`src/rtl/fp_alu_arbiter.sv`:
```
// fp_alu_arbiter: round-robin front end sharing one FP ALU between two requesters.
// One operation is in flight at a time; fsin operations are supervised by a timeout counter.
module fp_alu_arbiter #(
   parameter int SIN_TIMEOUT = 255
) (
   input  logic        i_clk,
   input  logic        i_reset,
   input  logic        i_req0_valid,
   output logic        o_req0_ready,
   input  logic [2:0]  i_req0_op,
   input  logic [31:0] i_req0_a,
   input  logic [31:0] i_req0_b,
   input  logic        i_req1_valid,
   output logic        o_req1_ready,
   input  logic [2:0]  i_req1_op,
   input  logic [31:0] i_req1_a,
   input  logic [31:0] i_req1_b,
   output logic        o_rsp_valid,
   input  logic        i_rsp_ready,
   output logic        o_rsp_id,
   output logic [31:0] o_rsp_data,
   output logic        o_rsp_err,
   output logic [2:0]  o_alu_op,
   output logic [31:0] o_alu_a,
   output logic [31:0] o_alu_b,
   output logic        o_alu_fsin,
   input  logic        i_alu_done,
   input  logic [31:0] i_alu_res
);

   localparam logic [2:0]  LP_OP_SIN  = 3'd5;
   localparam logic [7:0]  LP_TIMEOUT = 8'(SIN_TIMEOUT);
   localparam logic [31:0] LP_QNAN    = 32'h7FC0_0000;

   typedef enum logic [1:0] {
      IDLE = 2'd0,
      EXEC = 2'd1,
      WAIT = 2'd2,
      RESP = 2'd3
   } state_t;

   state_t      r_state;
   state_t      w_state_next;
   logic        r_last_gnt;
   logic        w_accept;
   logic        w_gnt_id;
   logic [2:0]  w_sel_op;
   logic [31:0] w_sel_a;
   logic [31:0] w_sel_b;
   logic        r_id;
   logic [2:0]  r_alu_op;
   logic [31:0] r_alu_a;
   logic [31:0] r_alu_b;
   logic        r_alu_fsin;
   logic [7:0]  r_cnt;
   logic [7:0]  w_cnt_next;
   logic        w_timeout;
   logic        r_rsp_valid;
   logic [31:0] r_rsp_data;
   logic        r_rsp_err;

   function automatic logic f_op_legal(input logic [2:0] op);
      return (op <= 3'd5);
   endfunction

   // Round-robin grant; reset gates the accept so no ready escapes while reset is high.
   always_comb begin
      w_accept = 1'b0;
      w_gnt_id = 1'b0;
      if ((r_state == IDLE) && !i_reset) begin
         if (i_req0_valid && i_req1_valid) begin
            w_accept = 1'b1;
            w_gnt_id = ~r_last_gnt;
         end else if (i_req0_valid) begin
            w_accept = 1'b1;
            w_gnt_id = 1'b0;
         end else if (i_req1_valid) begin
            w_accept = 1'b1;
            w_gnt_id = 1'b1;
         end else begin
            w_accept = 1'b0;
         end
      end else begin
         w_accept = 1'b0;
      end
   end

   // Operand mux for the granted requester.
   always_comb begin
      w_sel_op = 3'd0;
      w_sel_a  = 32'd0;
      w_sel_b  = 32'd0;
      if (w_gnt_id) begin
         w_sel_op = i_req1_op;
         w_sel_a  = i_req1_a;
         w_sel_b  = i_req1_b;
      end else begin
         w_sel_op = i_req0_op;
         w_sel_a  = i_req0_a;
         w_sel_b  = i_req0_b;
      end
   end

   assign w_cnt_next = r_cnt + 8'd1;
   assign w_timeout  = (w_cnt_next == LP_TIMEOUT);

   // Next-state decode.
   always_comb begin
      w_state_next = r_state;
      case (r_state)
         IDLE: begin
            if (w_accept) w_state_next = EXEC;
            else          w_state_next = IDLE;
         end
         EXEC: begin
            if (r_alu_op == LP_OP_SIN) w_state_next = WAIT;
            else                       w_state_next = RESP;
         end
         WAIT: begin
            if (i_alu_done || w_timeout) w_state_next = RESP;
            else                         w_state_next = WAIT;
         end
         RESP: begin
            if (i_rsp_ready) w_state_next = IDLE;
            else             w_state_next = RESP;
         end
         default: w_state_next = IDLE;
      endcase
   end

   // State register.
   always_ff @(posedge i_clk) begin
      if (i_reset) r_state <= IDLE;
      else         r_state <= w_state_next;
   end

   // Datapath: latch request, drive ALU, capture result, track last grant.
   always_ff @(posedge i_clk) begin
      if (i_reset) begin
         r_last_gnt  <= 1'b1;
         r_id        <= 1'b0;
         r_alu_op    <= 3'd0;
         r_alu_a     <= 32'd0;
         r_alu_b     <= 32'd0;
         r_alu_fsin  <= 1'b0;
         r_cnt       <= 8'd0;
         r_rsp_valid <= 1'b0;
         r_rsp_data  <= 32'd0;
         r_rsp_err   <= 1'b0;
      end else begin
         case (r_state)
            IDLE: begin
               if (w_accept) begin
                  r_id       <= w_gnt_id;
                  r_alu_op   <= w_sel_op;
                  r_alu_a    <= w_sel_a;
                  r_alu_b    <= w_sel_b;
                  r_alu_fsin <= (w_sel_op == LP_OP_SIN);
               end
            end
            EXEC: begin
               r_alu_fsin <= 1'b0;
               r_cnt      <= 8'd0;
               // Non-sin ops finish here; the ALU result is combinational for them.
               if (r_alu_op != LP_OP_SIN) begin
                  r_rsp_valid <= 1'b1;
                  r_rsp_data  <= f_op_legal(r_alu_op) ? i_alu_res : 32'd0;
                  r_rsp_err   <= ~f_op_legal(r_alu_op);
                  r_alu_op    <= 3'd0;
                  r_alu_a     <= 32'd0;
                  r_alu_b     <= 32'd0;
               end
            end
            WAIT: begin
               r_cnt <= w_cnt_next;
               if (i_alu_done) begin
                  r_rsp_valid <= 1'b1;
                  r_rsp_data  <= i_alu_res;
                  r_rsp_err   <= 1'b0;
                  r_alu_op    <= 3'd0;
                  r_alu_a     <= 32'd0;
                  r_alu_b     <= 32'd0;
               end else if (w_timeout) begin
                  r_rsp_valid <= 1'b1;
                  r_rsp_data  <= LP_QNAN;
                  r_rsp_err   <= 1'b1;
                  r_alu_op    <= 3'd0;
                  r_alu_a     <= 32'd0;
                  r_alu_b     <= 32'd0;
               end
            end
            RESP: begin
               if (i_rsp_ready) begin
                  r_rsp_valid <= 1'b0;
                  r_last_gnt  <= r_id;
               end
            end
            default: begin
               r_rsp_valid <= 1'b0;
            end
         endcase
      end
   end

   assign o_req0_ready = w_accept & ~w_gnt_id;
   assign o_req1_ready = w_accept & w_gnt_id;
   assign o_rsp_valid  = r_rsp_valid;
   assign o_rsp_id     = r_id & r_rsp_valid;
   assign o_rsp_data   = r_rsp_data;
   assign o_rsp_err    = r_rsp_err;
   assign o_alu_op     = r_alu_op;
   assign o_alu_a      = r_alu_a;
   assign o_alu_b      = r_alu_b;
   assign o_alu_fsin   = r_alu_fsin;

endmodule

```
`config.mk`:
```
export PLATFORM = sky130hd
export DESIGN_NAME = fp_alu_arbiter
export DESIGN_NICKNAME = d
export VERILOG_FILES = /design/src/rtl/fp_alu_arbiter.sv
export SDC_FILE = /design/constraint.sdc
export NUM_CORES = 1
export LEC_CHECK = 0
export ABC_AREA = 0
export BUFFER_PORTS_ARGS = -buffer_cell sky130_fd_sc_hd__buf_2
export CORE_MARGIN = 1.5
export CORE_UTILIZATION = 30
export CTS_BUF_LIST = sky130_fd_sc_hd__clkbuf_8 sky130_fd_sc_hd__clkbuf_16
export DETAILED_ROUTE_END_ITERATION = 10
export GPL_TIMING_DRIVEN = 0
export SKIP_LAST_GASP = 1
export SLEW_MARGIN = 20
export SYNTH_ARGS = -nofsm -noshare
export SYNTH_HDL_FRONTEND = slang
export SYNTH_SLANG_ARGS = --single-unit
```
`constraint.sdc`:
```
create_clock -name i_clk -period 2.6 [get_ports i_clk]
set_input_delay 0.52 -clock i_clk [delete_from_list [all_inputs] [get_ports i_clk]]
set_output_delay 0.52 -clock i_clk [all_outputs]
set_load 0.1 [all_outputs]
```
==> results of run 1 <==
==> what timing repair did <==
action                                  4_1_cts  5_1_grt
pin swaps                                     1        2
hold buffers                                  0        0
setup buffers                                 2        2
gates cloned                                  0        1
resized for setup                            16       31
endpoints found under the setup margin       87      100
==> power by group through the flow <==
stage	registers [mW]	logic, mW	clock network (mW)
after floorplan	4.51	1.13	0
final	2.25	4.34	2.18
after global placement	2.27	4.27	0
after detailed placement	2.28	4.28	0
after global routing	2.28	4.58	2.33
after CTS	2.24	4.31	2.23
==> critical path, stage by stage, from the launching register on <==
cell,delay (ps)
dfxtp_1,390
inv_1,110
ha_4,200
nor2b_2,160
nand3_1,180
buf_6,170
buf_8,170
inv_1,80
buf_8,170
==> metal layers <==
metal | global-route usage, % | vias to the layer above | wire (microns)
met5 | 0 | - | 12
met4 | 6.54 | 2 | 361
met3 | 5.78 | 25 | 1180
met2 | 34.5 | 199 | 10000
met1 | 25.5 | 2872 | 9190
li1 | - | 3069 | -
==> layout make-up <==
cell class	instances	area, sq um	area share (%)
Antenna cell	1	2.50	0.0312
Buffer	72	392	4.88
Clock buffer	19	453	5.64
Clock inverter	13	97.6	1.21
Inverter	8	30.0	0.374
Multi-Input combinational cell	475	3030	37.8
Sequential cell	114	2290	28.5
Tap cell	234	293	3.64
Timing Repair Buffer	280	1440	17.9
==> flip-flops by register name, indices dropped and copies added, names as in the netlist <==
name         cells
r_id             1
r_state          2
r_cnt            8
r_last_gnt       1
o_rsp_err        1
o_rsp_valid      1
o_alu_fsin       1
o_alu_op         3
o_alu_b         32
o_alu_a         32
o_rsp_data      32
==> cells in the mapped netlist (3+ instances only) <==
| cell | number | area (sq um) |
|---|---|---|
| mux2i_1 | 67 | 671 |
| or4_1 | 67 | 503 |
| nor2_1 | 19 | 71.3 |
| nor3_1 | 5 | 25.0 |
| dfxtp_1 | 114 | 2280 |
| buf_6 | 8 | 90.1 |
| inv_1 | 8 | 30.0 |
| nand2_1 | 50 | 188 |
| nand3b_1 | 4 | 30.0 |
| a211oi_1 | 11 | 82.6 |
| nand3_1 | 7 | 35.0 |
| o21ai_0 | 97 | 485 |
| ha_1 | 6 | 75.1 |
| clkbuf_1 | 53 | 199 |
| a21oi_1 | 111 | 556 |
| buf_2 | 12 | 60.1 |
| and2_1 | 3 | 18.8 |
==> per-stage QoR <==
stage                     instances  util (%)  worst slack [ps]  setup TNS [ps]
final                          1216      43.2              18.2               0
after global routing           1215      43.2             -84.8            -117
after CTS                      1213      42.7              -127            -127
after detailed placement       1180      39.5              -451          -12770
after global placement         1180      39.5              -438           -9510
after floorplan                 671         -              30.4               0
==> kinds of logic after synthesis <==
family | Yosys count | share of synthesized area, %
AOI/OAI and AO/OA | 231 | 22.2
and+or+nand+nor | 170 | 17.4
DFF | 114 | 40.3
buffers and inverters | 82 | 6.77
muxes | 67 | 11.9
adders and majority gates | 6 | 1.33
xor gates and xnor gates | 1 | 0.155
==> worst paths after layout <==
kind | slack (ps) | cells after the start | end
setup reg to reg | 110 | 10 | o_alu_b[26]
setup / recovery | 20 | 8 | o_req1_ready
hold reg to reg | 470 | 2 | o_alu_a[16]
hold / removal | 340 | 3 | o_rsp_data[5]
==> metrics.md, run 1 <==
| Metric | Value |
|---|---|
| Status | finished clean |
| Via/cell ratio | 5.07 |
| Vias in the first global route | 5,830 |
| Hold Violations, Final | 0 |
| Worst Hold Slack | 344 ps |
| Syn Area/Cell | 8.43 sq um |
| Worst-margin pin slew | 634 ps |
| Gr usage total | 20.6% |
| Sequential share of the synthesized area | 40.3% |
| Design internal power | 4.31 mW |
| Critical Path AT | 2060 ps |
| Worst-skew pair later-pin latency | 420 ps |
| Largest net degree at the start of global routing | 17 |
| Hold Crit Start | i_alu_res[5] |
| Layout cells sized above 1 | 36.4% |
| Final setup violation count | 0 |
| Initial antenna violation count | 2 |
| WL final | 20,800 microns |
| VDD IR max | 0.432 mV |
| EDFF count, synth | 0 |
| Remaining DRCs | 0 |
| Antenna-violating nets left | 0 |
| H-tree depth | 4 |
| CTS buffer count | 17 |
| Vias post-DR | 6,167 |
| Yosys cell types | 39 |
| Max Cap Viol | 0 |
| Final #Nets | 1,146 |
| Crit start category | flop |
| Core Region | 18,600 sq um |
| Worst Path Max Fanout | 10 |
| CP Capture Type | output port |
| Starting DRT DRC Count | 217 |
| Share of flip-flops with an asynchronous set or reset | 0% |
| Clock sinks | 114 |
| Row Count | 50 |
| Global-route wire length before repair | 31,500 microns |
| Die area | 19,700 sq um |
| Combinational power share | 49.5% |
| FF+latch count, synth | 114 |
| Warnings, synthesis | 0 |
| First-pass DRT Iterations | 5 |
| Net Count, Synth | 849 |
| Layout Skew | 9.92 ps |
| RSZ-0062 raised after global routing | yes |
| Min Clock Period, post-route | 2580 ps |
| Post-Syn Area | 5660 sq um |
| RD Place Congestion | 0.806 |
| Max-slew violations | 0 |
| Slew HR | 57.8% |
| Worst flop-to-flop path startpoint | r_cnt[0] |
| Cell count after synthesis | 671 |
| Fill count | 1,935 |
| Sequential Power Share | 25.6% |
| Fin area | 8030 sq um |
| CP Launch Point | r_state[0] |
| Total gr overflow | 0 |
| Leakage power | 3.97 nW |
| Post-detail-place hpwl | 15,400 microns |
| Longest Clk Path Bufs | 2 |
| Commonest non-fill, non-tap cell in the layout | buf_2 |
| CTS tree | built |
| Commonest non-fill, non-tap cells in the layout | buf_2 (284), dfxtp_1 (111), a21oi_1 (108) |
| NetSw | 4.46 mW |
| Placed cell area | 7330 sq um |
| Clock root buffer | clkbuf_16 |
| Initial core utilization | 30.5% |
| Clock share of power | 24.9% |
| Die Y | 140 microns |
| Req. time, crit path | 2080 ps |
| Sw Share | 50.9% |
| Ports | 277 |
| PortBufs | 275 |
| Main synth FF type | dfxtp_1 |
| Reg clk slew, reported paths | 60 ps |
| Width of the die | 140 microns |
| Crit share post-route | 99.3% |
| Hold Crit Class | primary input to flop |
| Routed length per placed instance | 17.1 microns |
| Type of the worst setup path | flop to output port |
| Area growth, synth to finish | 41.9% |
| Tot Pwr | 8.77 mW |
| Max Clock Freq | 0.387 GHz |
| PD cells | 1090 nW/um^2 |
Note: power is estimated with default switching activity, not from simulation.
==> inputs of run 2 (changes only) <==
--- a/config.mk
+++ b/config.mk
@@ -5,7 +5,7 @@
 export SDC_FILE = /design/constraint.sdc
 export NUM_CORES = 1
 export LEC_CHECK = 0
-export ABC_AREA = 0
+export ABC_AREA = 1
 export BUFFER_PORTS_ARGS = -buffer_cell sky130_fd_sc_hd__buf_2
 export CORE_MARGIN = 1.5
 export CORE_UTILIZATION = 30
==> run 2 against run 1 <==
  * Clock-buffer cell count decreased by 2
  * Sequential power decreased by 2%
  * Global-route usage decreased by 0.33 points
  * Worst hold slack improved by 52 ps
==> metrics.md, run 2 <==
| Metric | Value |
|---|---|
| Worst Path Max Fanout | 10 |
| Initial antenna violation count | 0 |
| CTS buffer count | 17 |
| PortBufs | 276 |
| Starting DRT DRC Count | 292 |
| Reg clk slew, reported paths | 60 ps |
| Area leader, netlist | dfxtp_1 |
| Die area | 21,800 sq um |
| Net Count, Synth | 1,239 |
| RSZ-0062 raised after global routing | yes |
| Warnings, synthesis | 0 |
| Final #Nets | 1,536 |
| Status | finished clean |
| Antenna-violating nets left | 0 |
| Hold Crit Class | primary input to flop |
| Fin cells | 1,641 |
| Global-route wire length before repair | 34,400 microns |
| Setup WS pre-CTS | -575 ps |
| Commonest non-fill, non-tap cells in the layout | buf_2 (289), nor2_1 (283), nand2_1 (276) |
| Placed insts | 1,607 |
| Worst-margin pin slew | 806 ps |
| Synth top area share | 36.4% |
| Area growth, synth to finish | 38.0% |
| Largest net degree at the start of global routing | 17 |
| Layout cells sized above 1 | 25.5% |
| Layout Skew | 7.70 ps |
| Min Clock Period, post-route | 2490 ps |
| Clock sinks | 114 |
| Critical Path AT | 1970 ps |
| Via/cell ratio | 4.46 |
| Share of flip-flops with an asynchronous set or reset | 0% |
| Leakage power | 4.74 nW |
| Final core occ | 42.5% |
| Max-slew violations | 0 |
| Synth area leaders | dfxtp_1 (36%), nor2_1 (17%), nand2_1 (17%) |
| Worst-skew pair later-pin latency | 420 ps |
| Routed length per placed instance | 13.8 microns |
| Crit start category | flop |
| Remaining DRCs | 0 |
| Fin area | 8660 sq um |
| Slew HR | 46.1% |
| Max Cap Viol | 0 |
| FF+latch count, synth | 114 |
| Most frequent cell after synthesis | nor2_1 |
| Ant diodes | 0 |
| Max Clock Freq | 0.402 GHz |
| Longest Clk Path Bufs | 2 |
| Gr usage total | 20.3% |
| VDD IR max | 0.453 mV |
| Row Count | 52 |
| Placed cell area | 8000 sq um |
| Width of the die | 148 microns |
| Vias in the first global route | 6,576 |
| Setup tns final | 0 ps |
| WL final | 22,700 microns |
| EDFF count, synth | 0 |
| H-tree depth | 4 |
| CTS tree | built |
| Post-Syn Area | 6270 sq um |
| Syn Area/Cell | 5.91 sq um |
| CP Capture Type | output port |
| Hold Violations, Final | 0 |
| Yosys cell types | 27 |
| Die Y | 148 microns |
| PD cells | 1020 nW/um^2 |
| Main synth FF type | dfxtp_1 |
| Clock root buffer | clkbuf_16 |
| Req. time, crit path | 2080 ps |
| RD Place Congestion | 0.881 |
| Sequential share of the synthesized area | 36.4% |
| Type of the worst setup path | flop to output port |
| Initial core utilization | 30.8% |
| Final worst slack | 112 ps |
| Post-detail-place hpwl | 16,900 microns |
| Core Region | 20,400 sq um |
| Crit share post-route | 95.7% |
| Commonest non-fill, non-tap cell in the layout | buf_2 |
| Total gr overflow | 0 |
| First-pass DRT Iterations | 4 |
| Cell count after synthesis | 1,061 |
| Vias post-DR | 7,321 |
| Final setup violation count | 0 |
| Most frequent cells after synthesis | nor2_1 (288), nand2_1 (276), inv_1 (142), dfxtp_1 (114), o21ai_0 (62) |
| Ports | 277 |
-- run 2: worst paths after layout --
check / slack (ps) / from / cells past startpoint / end
setup reg to reg: 120 / r_state[1] / 9 / o_alu_fsin
hold / removal: 400 / i_rsp_ready / 4 / r_last_gnt
hold reg to reg: 460 / r_last_gnt / 2 / r_last_gnt
setup / recovery: 110 / r_state[1] / 7 / o_req0_ready
-- run 2: per-layer routing --
layer	GRT usage (%)	vias up	wire, microns
met3	4.94	24	1560
met1	25.8	3238	10100
met5	0	-	0
li1	-	3833	-
met2	34.1	226	10700
met4	5.60	0	340
-- run 2: cell type report --
class                           instances  area, sq um
Fill cell                            2244        11700
Multi-Input combinational cell        735         3180
Sequential cell                       114         2280
Timing Repair Buffer                  278         1410
Inverter                              146          548
Clock buffer                           17          425
Tap cell                              270          338
Buffer                                 66          310
Clock inverter                         15          168
-- run 2: what timing repair did --
action                                 4_1_cts  5_1_grt
pin swaps                                    1        0
gates resized for setup                     10       11
setup buffers                                2        0
endpoints found under the hold margin        0        0
setup endpoints to repair                   71       86
hold buffers                                 0        0
-- run 2: through the flow --
stage	hold slack (ps)	power (mW)
after floorplan	428	5.64
final	397	8.83
after detailed placement	449	6.46
after global routing	389	9.28
after CTS	377	8.89
after global placement	447	6.44
-- run 2: where the power goes --
| group | switching [mW] | internal (mW) | total (mW) |
|---|---|---|---|
| Combinational | 3.40 | 0.830 | 4.23 |
| Sequential | 0.156 | 2.06 | 2.21 |
| Clock | 0.949 | 1.44 | 2.39 |
-- run 2: worst max-delay path, stage by stage (launching register included) --
cell and delay, ps:
dfxtp_1 330, inv_1 130, ha_1 220, nand2_1 120
nor2_4 210, buf_4 260, nor2_4 50, buf_4 230
-- run 2: kinds of logic after synthesis --
logic type	count (synthesis)	synth area share, %
AND/OR/NAND/NOR	636	41.2
buffers and inverters	212	13.5
flip-flops	114	36.4
AO/OA/AOI/OAI	92	7.64
adder cells (fa/ha/maj)	6	1.20
multiplexers	1	0.160
